## src/rtl/iph_pkg.sv

```systemverilog
// Shared constants and types for the Iph sweep scheduler.
package iph_pkg;

  localparam int unsigned SINGLE      = 32;
  localparam int unsigned LAT_DEFAULT = 19;

  localparam logic [SINGLE-1:0] FP_ZERO = '0;

  // Exponent field of an IEEE-754 single word.
  localparam int unsigned FP_EXP_MSB = 30;
  localparam int unsigned FP_EXP_LSB = 23;

  typedef enum logic [1:0] {
    StIdle,
    StIssue,
    StDrain,
    StFin
  } sched_state_e;

endpackage

```

## src/rtl/iph_tag_pipe.sv

```systemverilog
// LAT-deep shift register of {valid, tag} that tracks issues through the datapath.
// The head entry lines up with the datapath's done strobe. o_inflight reports valid
// entries behind the head, i.e. results that still have to retire after this cycle.
module iph_tag_pipe #(
  parameter int unsigned LAT = 19,
  parameter int unsigned TW  = 2
) (
  input  logic          clk,
  input  logic          rst,
  input  logic          i_vld,
  input  logic [TW-1:0] i_tag,
  output logic          o_head_vld,
  output logic [TW-1:0] o_head_tag,
  output logic          o_inflight
);

  // Every stage except the head.
  localparam logic [LAT-1:0] BodyMask = {LAT{1'b1}} >> 1;

  logic [LAT-1:0]         r_vld;
  logic [LAT-1:0][TW-1:0] r_tag;

  // Shift one stage per cycle; stage 0 takes the current issue.
  always_ff @(posedge clk or negedge rst) begin
    if (!rst) begin
      r_vld <= '0;
      r_tag <= '0;
    end else begin
      r_vld[0] <= i_vld;
      r_tag[0] <= i_tag;
      for (int i = 1; i < LAT; i++) begin
        r_vld[i] <= r_vld[i-1];
        r_tag[i] <= r_tag[i-1];
      end
    end
  end

  assign o_head_vld = r_vld[LAT-1];
  assign o_head_tag = r_tag[LAT-1];
  assign o_inflight = |(r_vld & BodyMask);

endmodule

```

## src/rtl/iph_sweep_scheduler.sv

```systemverilog
// Sequences one shared pipelined Iph datapath across N_CH PV channels.
// Optional feature macro: IPH_SCHED_CLAMP_EN (negative finite results written as +0.0).
module iph_sweep_scheduler
  import iph_pkg::*;
#(
  parameter int unsigned N_CH = 4,
  parameter int unsigned LAT  = LAT_DEFAULT,
  parameter int unsigned TW   = $clog2(N_CH)
) (
  input  logic                   clk,
  input  logic                   rst,
  input  logic                   start,
  input  logic [N_CH-1:0]        ch_en,
  input  logic [N_CH*SINGLE-1:0] S_all,
  input  logic [N_CH*SINGLE-1:0] T_all,
  output logic                   iss_vld,
  output logic [SINGLE-1:0]      iss_S,
  output logic [SINGLE-1:0]      iss_T,
  input  logic                   dp_done,
  input  logic [SINGLE-1:0]      dp_Iph,
  output logic [N_CH*SINGLE-1:0] Iph_all,
  output logic [N_CH-1:0]        Iph_vld,
  output logic                   busy,
  output logic                   sweep_done,
  output logic                   align_err
);

  sched_state_e r_state, w_state_nxt;

  logic [N_CH-1:0]        r_rem;       // enabled channels not yet issued
  logic [N_CH-1:0]        w_rem_nxt;
  logic [N_CH*SINGLE-1:0] r_s_sh, r_t_sh, r_iph;
  logic [N_CH-1:0]        r_iph_vld;
  logic [SINGLE-1:0]      r_iss_s, r_iss_t, w_sel_s, w_sel_t, w_wb;
  logic [TW-1:0]          w_ch, w_head_tag;
  logic                   w_snap, w_issue, w_head_vld, w_inflight;
  logic                   r_pend, r_align_err;

  // Lowest-index channel still waiting to issue.
  always_comb begin
    w_ch = '0;
    for (int k = N_CH - 1; k >= 0; k--) begin
      if (r_rem[k]) w_ch = TW'(k);
    end
  end

  assign w_rem_nxt = r_rem & (r_rem - N_CH'(1));
  assign w_sel_s   = r_s_sh[w_ch*SINGLE +: SINGLE];
  assign w_sel_t   = r_t_sh[w_ch*SINGLE +: SINGLE];

  // Next state, snapshot strobe and per-cycle strobes.
  always_comb begin
    w_state_nxt = r_state;
    w_snap      = 1'b0;
    w_issue     = 1'b0;
    sweep_done  = 1'b0;
    unique case (r_state)
      StIdle: begin
        if (start || r_pend) begin
          w_snap      = 1'b1;
          w_state_nxt = (ch_en == '0) ? StFin : StIssue;
        end
      end
      StIssue: begin
        w_issue = 1'b1;
        if (w_rem_nxt == '0) w_state_nxt = StDrain;
      end
      StDrain: begin
        // Only the head may still be valid; it retires on this edge.
        if (!w_inflight) w_state_nxt = StFin;
      end
      StFin: begin
        sweep_done = 1'b1;
        if (r_pend) begin
          w_snap      = 1'b1;
          w_state_nxt = (ch_en == '0) ? StFin : StIssue;
        end else begin
          w_state_nxt = StIdle;
        end
      end
      default: w_state_nxt = StIdle;
    endcase
  end

  // FSM state register.
  always_ff @(posedge clk or negedge rst) begin
    if (!rst) r_state <= StIdle;
    else      r_state <= w_state_nxt;
  end

  // Operand shadows, issue bookkeeping and one-deep pending start.
  always_ff @(posedge clk or negedge rst) begin
    if (!rst) begin
      r_rem   <= '0;
      r_s_sh  <= '0;
      r_t_sh  <= '0;
      r_iss_s <= '0;
      r_iss_t <= '0;
      r_pend  <= 1'b0;
    end else begin
      if (w_snap) begin
        r_rem  <= ch_en;
        r_s_sh <= S_all;
        r_t_sh <= T_all;
      end else if (w_issue) begin
        r_rem <= w_rem_nxt;
      end
      if (w_issue) begin
        r_iss_s <= w_sel_s;
        r_iss_t <= w_sel_t;
      end
      // Consuming the pending flag drops any start arriving in the same cycle.
      if (w_snap)                         r_pend <= 1'b0;
      else if (start && r_state != StIdle) r_pend <= 1'b1;
    end
  end

  iph_tag_pipe #(
    .LAT(LAT),
    .TW (TW)
  ) u_tag_pipe (
    .clk       (clk),
    .rst       (rst),
    .i_vld     (w_issue),
    .i_tag     (w_ch),
    .o_head_vld(w_head_vld),
    .o_head_tag(w_head_tag),
    .o_inflight(w_inflight)
  );

  // Value written back for the head entry.
  always_comb begin
    w_wb = dp_Iph;
`ifdef IPH_SCHED_CLAMP_EN
    if (dp_Iph[SINGLE-1] && (dp_Iph[FP_EXP_MSB:FP_EXP_LSB] != '1)) w_wb = FP_ZERO;
`endif
  end

  // Result writeback by tag, independent of FSM state; alignment monitor.
  always_ff @(posedge clk or negedge rst) begin
    if (!rst) begin
      r_iph       <= '0;
      r_iph_vld   <= '0;
      r_align_err <= 1'b0;
    end else begin
      if (w_snap) r_iph_vld <= '0;
      if (w_head_vld) begin
        r_iph[w_head_tag*SINGLE +: SINGLE] <= w_wb;
        r_iph_vld[w_head_tag]              <= 1'b1;
      end
      if (dp_done != w_head_vld) r_align_err <= 1'b1;
    end
  end

  assign iss_vld   = w_issue;
  assign iss_S     = w_issue ? w_sel_s : r_iss_s;
  assign iss_T     = w_issue ? w_sel_t : r_iss_t;
  assign Iph_all   = r_iph;
  assign Iph_vld   = r_iph_vld;
  assign busy      = (r_state != StIdle);
  assign align_err = r_align_err;

endmodule

```

## config.mk

```make
export PLATFORM = sky130hd
export DESIGN_NAME = iph_sweep_scheduler
export DESIGN_NICKNAME = d
export VERILOG_FILES = /design/src/rtl/iph_pkg.sv /design/src/rtl/iph_tag_pipe.sv /design/src/rtl/iph_sweep_scheduler.sv
export SDC_FILE = /design/constraint.sdc
export NUM_CORES = 1
export LEC_CHECK = 0
export ABC_AREA = 1
export BUFFER_PORTS_ARGS = -buffer_cell sky130_fd_sc_hd__buf_2
export CAP_MARGIN = 20
export CORE_MARGIN = 2
export CORE_UTILIZATION = 30
export DETAILED_ROUTE_END_ITERATION = 8
export MAX_ROUTING_LAYER = met4
export PLACE_DENSITY_LB_ADDON = 0.25
export SYNTH_ARGS = -nofsm -noshare
export SYNTH_HDL_FRONTEND = slang
export SYNTH_SLANG_ARGS = --single-unit
export TNS_END_PERCENT = 50
```

## constraint.sdc

```tcl
create_clock -name clk -period 1.95 [get_ports clk]
set_input_delay 0.195 -clock clk [delete_from_list [all_inputs] [get_ports clk]]
set_output_delay 0.195 -clock clk [all_outputs]
set_load 0.03 [all_outputs]
```

# Yosys cells after proc, flatten, opt, wreduce, memory -nomap -nowiden
# Cells that the tools add are included.
[word_totals]
output_inout_bits = 200
regBits = 517
word_cells = 84
in_bits = 296
[classes]
order_cmp = 2
reduce_logical = 11
n_eq_ne = 7
bitwise = 2
n_mux = 26
shift = 4
addsub = 2
[ops]
columns = ["op", "n"]
rows = [
  ["variable part select 128 x 8 -> 32 bit", 2],
  ["bitwise mux 128 bit", 1],
  ["variable shift 32 x 34 -> 128 bit (first input constant)", 1],
  ["variable part select 32 x 34 -> 128 bit", 1],
  ["two-way mux 32 bit", 2],
  ["negation 7 -> 34 bit", 1],
  ["two-way mux 2 bit", 9],
  ["OR reduction 18 bit", 1],
  ["two-way mux 4 bit", 4],
  ["zero test 4 bit", 2],
  ["one-hot mux 2 bit (4 select lines)", 1],
  ["two-way mux 1 bit", 7],
  ["!= test 2 bit (second input constant)", 3],
  ["nonzero test 2 bit", 3],
  ["bitwise AND 4 bit", 1],
  ["equality test 2 bit (second input constant)", 2],
  ["bitwise OR 4 bit", 1],
  ["subtractor 4 x 1 -> 4 bit (second input constant)", 1],
  ["less-than comparator 2 x 3 -> 1 bit (second input constant)", 1],
  ["AND reduction 3 bit", 1],
  ["demux 1 bit (select 2 bit)", 1],
  ["equality test 2 x 1 -> 1 bit (second input constant)", 1],
  [">= comparator 2 x 1 -> 1 bit (second input constant)", 1],
  ["logical AND 1 bit", 2],
  ["4 further kinds", 4],
]

# Depth between registers and ports, before layout
[logic_depth]
ltp_word = 6
ltp_mapped = 11
depth_no_buf = 10

# Modules after synthesis
# A second synthesis with hierarchy kept.
[unflattened]
cells_unflattened = 2556
area_unflattened_um2 = 21893.5
[by_module_without_submodules]
columns = ["module", "seq_area_each_um2", "n_inst", "area_per_inst_um2", "cells_each"]
rows = [
  ["iph_sweep_scheduler", 11511.0, 1, 20385.8, 2481],
  ["iph_tag_pipe", 1426.4, 1, 1507.7, 75],
]

# Worst setup path before layout
# Ideal clock, no wire load.
[synth_timing]
path_type = "reg-to-output"
start = "register r_state[1]"
end = "output port iss_S[0]"
required_ns = 1.755
slack_ns = -0.051
path_stages_with_launch = 7
n_path_buf = 2
arrival_ns = 1.806
path_cell_list = "dfrtp_1 > inv_1 > ha_1 > clkbuf_1 > clkbuf_1 > nand2_1 > nand2_1"
[synth_via]
elab_chain_cells = 3
[synth_rtl]
columns = ["element", "line", "rtl"]
rows = [
  ["from (decl)", "iph_sweep_scheduler.sv:28", "sched_state_e r_state, w_state_nxt;"],
  ["from (signal assigned)", "iph_sweep_scheduler.sv:87", "if (!rst) r_state <= StIdle;"],
  ["from (signal assigned)", "iph_sweep_scheduler.sv:88", "else r_state <= w_state_nxt;"],
  ["equality test 2 x 1 -> 1 bit", "iph_sweep_scheduler.sv:57", "unique case (r_state)"],
  ["two-way mux 1 bit", "iph_sweep_scheduler.sv:57", ""],
  ["named net iss_vld", "iph_sweep_scheduler.sv:16", "output logic iss_vld,"],
  ["two-way mux 32 bit", "--", ""],
  ["to (decl)", "iph_sweep_scheduler.sv:17", "output logic [SINGLE-1:0] iss_S,"],
]
# The timed path passes the listed nets, and every way through them passes these cells.

# Worst setup path after layout
[layout_timing]
start = "register r_rem[2]"
end = "output port iss_T[26]"
[layout_via]
elab_chain_cells = 5
[layout_rtl]
columns = ["element", "line", "rtl"]
rows = [
  ["from (decl)", "iph_sweep_scheduler.sv:30", "logic [N_CH-1:0] r_rem;"],
  ["from (signal assigned)", "iph_sweep_scheduler.sv:102", "r_rem <= ch_en;"],
  ["from (signal assigned)", "iph_sweep_scheduler.sv:106", "r_rem <= w_rem_nxt;"],
  ["two-way mux 2 bit (3 in a row)", "iph_sweep_scheduler.sv:43", "if (r_rem[k]) w_ch = TW'(k);"],
  ["variable part select 128 x 8 -> 32 bit", "iph_sweep_scheduler.sv:49", "assign w_sel_t = r_t_sh[w_ch*SINGLE +: SINGLE];"],
  ["two-way mux 32 bit", "--", ""],
  ["to (decl)", "iph_sweep_scheduler.sv:18", "output logic [SINGLE-1:0] iss_T,"],
]
# Every way passes these cells.

==> metrics.csv <==
stage;metric;value;unit
status;status;finished, violations left;
status;failing checks;setup timing;
finish;Layout area overhead;55.0;%
clocking;clk_lat worst skew;0.63;ns
sta;Period minus WS final;2.47;ns
floorplanning;FP Rows;99;
worst_setup_path;required time of the critical path;1.75;ns
global_routing;largest net degree at the start of global routing;81;
worst_setup_path;CP arrival;2.28;ns
sta;Final setup viols;65;
yosys;Unique masters post-synth;28;
pwr;total power;69300;µW
floorplanning;area of the core;0.0726;mm²
finish;commonest non-fill, non-tap cell in the layout;dfrtp_1;
drt;DRC;0;
worst_setup_path;CP top delay family;buffers and inverters;
worst_setup_path;Slowest cell on crit path;dfrtp_1;
sta;crit share post-route;127;%
global_routing;remaining global-route overflow;0;
clocking;cts bufs inserted;59;
yosys;Synth Area per Inst;9.59;µm²
floorplanning;die height;274;µm
floorplanning;Ports;496;
drt;vias per inst;4.85;
sta;Slew HR;66.3;%
placed_design;Placement Setup Slack;-0.0384;ns
clocking;CTS HTree Levels;2;
worst_setup_path;Max FO, Critical Path;7;
placed_design;IO buf count;495;
min_path;worst min path class;in -> async;
global_routing;antenna violations before repair;14;
clocking;Reg clk slew, reported paths;0.06;ns
sta;clk_skew;0.0214;ns
finish;fin util;46.8;%
floorplanning;Die Area;0.0752;mm²
sta;Max Fclk;0.405;GHz
drt;drt wl/cell;20.0;µm
drt;Pre-antenna DRT Iters;6;
drt;Vias;20300;
run;Max Cap Viol;0;
floorplanning;die width;274;µm
yosys;synth warn;0;
finish;layout cell share with drive strength beyond 1;33.3;%
yosys;synthesized flop and latch total;517;
global_routing;first-pass GRT wire length;118;mm
finish;most frequent cells in the layout;dfrtp_1 (514), nand2_1 (504), buf_2 (429);
worst_setup_path;cell-by-cell listing of the critical path;buf_6, o21ai_4, buf_12, clkinv_16, buf_16, nand3_2, nand2_1, nand2_2, nand2_2, buf_6;
floorplanning;initial core utilization;30.2;%
drt;Iteration-0 DRC Markers;1540;
clocking;CTS tree;done;
pwr;leakage power;0.0168;µW
drt;routed wire length;83.8;mm
finish;Final nets;3474;
clocking;Clock Sinks;517;
worst_setup_path;crit path launch;r_rem[2]$_DFFE_PN0P_;
sta;Final WS setup;-0.521;ns
yosys;Syn Inst Count;2284;
yosys;Syn Nets;2592;
clocking;CTS Root Cell;clkbuf_16;
pwr;P per Cell Area;2040;mW/mm²
sta;Slew Viols, Final;0;
worst_setup_path;Worst R2R Start;r_state[0]$_DFFE_PN0P_;
worst_setup_path;Crit Path Class;reg -> out;
placed_design;GP Congestion;0.873;
global_routing;GR Util All Layers;20.9;%
sta;Final Hold Fails;0;
worst_setup_path;Setup crit start kind;flip-flop;
drt;ANT nets after route;0;
global_routing;vias in the first global route;20300;
yosys;register area share after synthesis;59.1;%
worst_setup_path;Worst Setup End Kind;output pin;
clocking;Max clock buf depth;3;
sta;worst slew pin tran;0.505;ns
yosys;mapped cell area;0.0219;mm²
pwr;peak supply drop;1640;µV
worst_setup_path;worst stage delay on the critical path;0.40;ns
placed_design;Detailed Place HPWL;49.4;mm
sta;RSZ-0062 raised after global routing;yes;
worst_setup_path;crit path buf inv count;5;
[what timing repair did]
item / 4_1_cts / 5_1_grt
setup endpoints to repair: 135 / 277
pin swaps: 16 / 128
gates resized for setup: 187 / 245
hold endpoints to repair: 684 / 0
hold buffers: 295 / 0
gates cloned: 13 / 30
buffers inserted: 11 / 30
[synth_stat cells (all sizes together)]
library cell    n  area (µm²)
a21oi         131         656
a22o            3        26.3
buf            96         533
clkbuf         55         206
dfrtp         517       12900
ha             12         150
inv           148         556
mux2          128        1440
nand2         637        2400
nand3         140         701
nand3b        128         961
nand4          35         219
nor2          147         562
nor3            1        5.00
o211ai          1        7.51
o21ai         103         515
o221ai          1        8.76
o22ai           1        6.26
[cells by family after synthesis]
| kind of cell | Yosys count | synth area share [%] |
|---|---|---|
| AOI/OAI and AO/OA | 240 | 5.57 |
| buffers and inverters | 299 | 5.92 |
| DFF | 517 | 59.1 |
| and+or+nand+nor | 1088 | 22.1 |
| adders and majority gates | 12 | 0.686 |
| muxes | 128 | 6.58 |
[registers in the layout, summed over array words and instances, names as in the netlist, 4 cells and up]
register	flops
r_iss_s	32
Iph_vld	4
r_iss_t	32
r_rem	4
Iph_all	128
u_tag_pipe.r_tag	36
r_t_sh	128
u_tag_pipe.r_vld	19
r_s_sh	128
[metal layers]
metal  track usage [%]  wire length (µm)  vias up
li1                  -                 -     9211
met1              26.4             35300    10100
met2              33.6             40600      799
met3              3.65              4980      193
met4              7.67              2900        0
met5                 -                 0        -
[metrics by stage]
stage	area [µm²]	instances	setup TNS (ns)	hold WS (ns)
after floorplan	21900	2284	0	-0.101
after global placement	26100	3686	-0.153	0.0596
after detailed placement	26100	3686	-0.551	0.0618
after CTS	32100	4113	-31.80	0.00257
after global routing	33900	4185	-37.50	0.0324
final	33900	4187	-29.89	0.0293
[report_power, final]
group          internal (µW)  switching [µW]  leakage, µW
clock                   6930            4600     0.000981
sequential             16000            2180      0.00624
combinational          16500           23100      0.00961
[final cells by class]
cell class,count,area [µm²]
Clock buffer,84,1690
Fill cell,6702,38600
Timing Repair Buffer,967,8580
Timing Repair inverter,1,16.3
Tap cell,959,1200
Antenna cell,15,37.5
Clock inverter,24,320
Multi-Input combinational cell,1472,8560
Inverter,148,594
Sequential cell,517,12900
[worst paths after layout]
check	endpoint	slack, ns	cells past startpoint
hold reg to reg	u_tag_pipe.o_head_tag[0]$_DFF_PN0_	0.34	0
setup reg to reg	r_s_sh[55]$_DFFE_PN0P_	0.04	8
max in group asynchronous	r_iss_s[19]$_DFF_PN0_	0.99	4
hold / removal	Iph_all[60]$_DFFE_PN0P_	0.03	2
setup / recovery	iss_T[26]	-0.52	10
min in group clk	r_s_sh[102]$_DFFE_PN0P_	0.32	3
No activity file was read; power rests on OpenSTA's default activity.
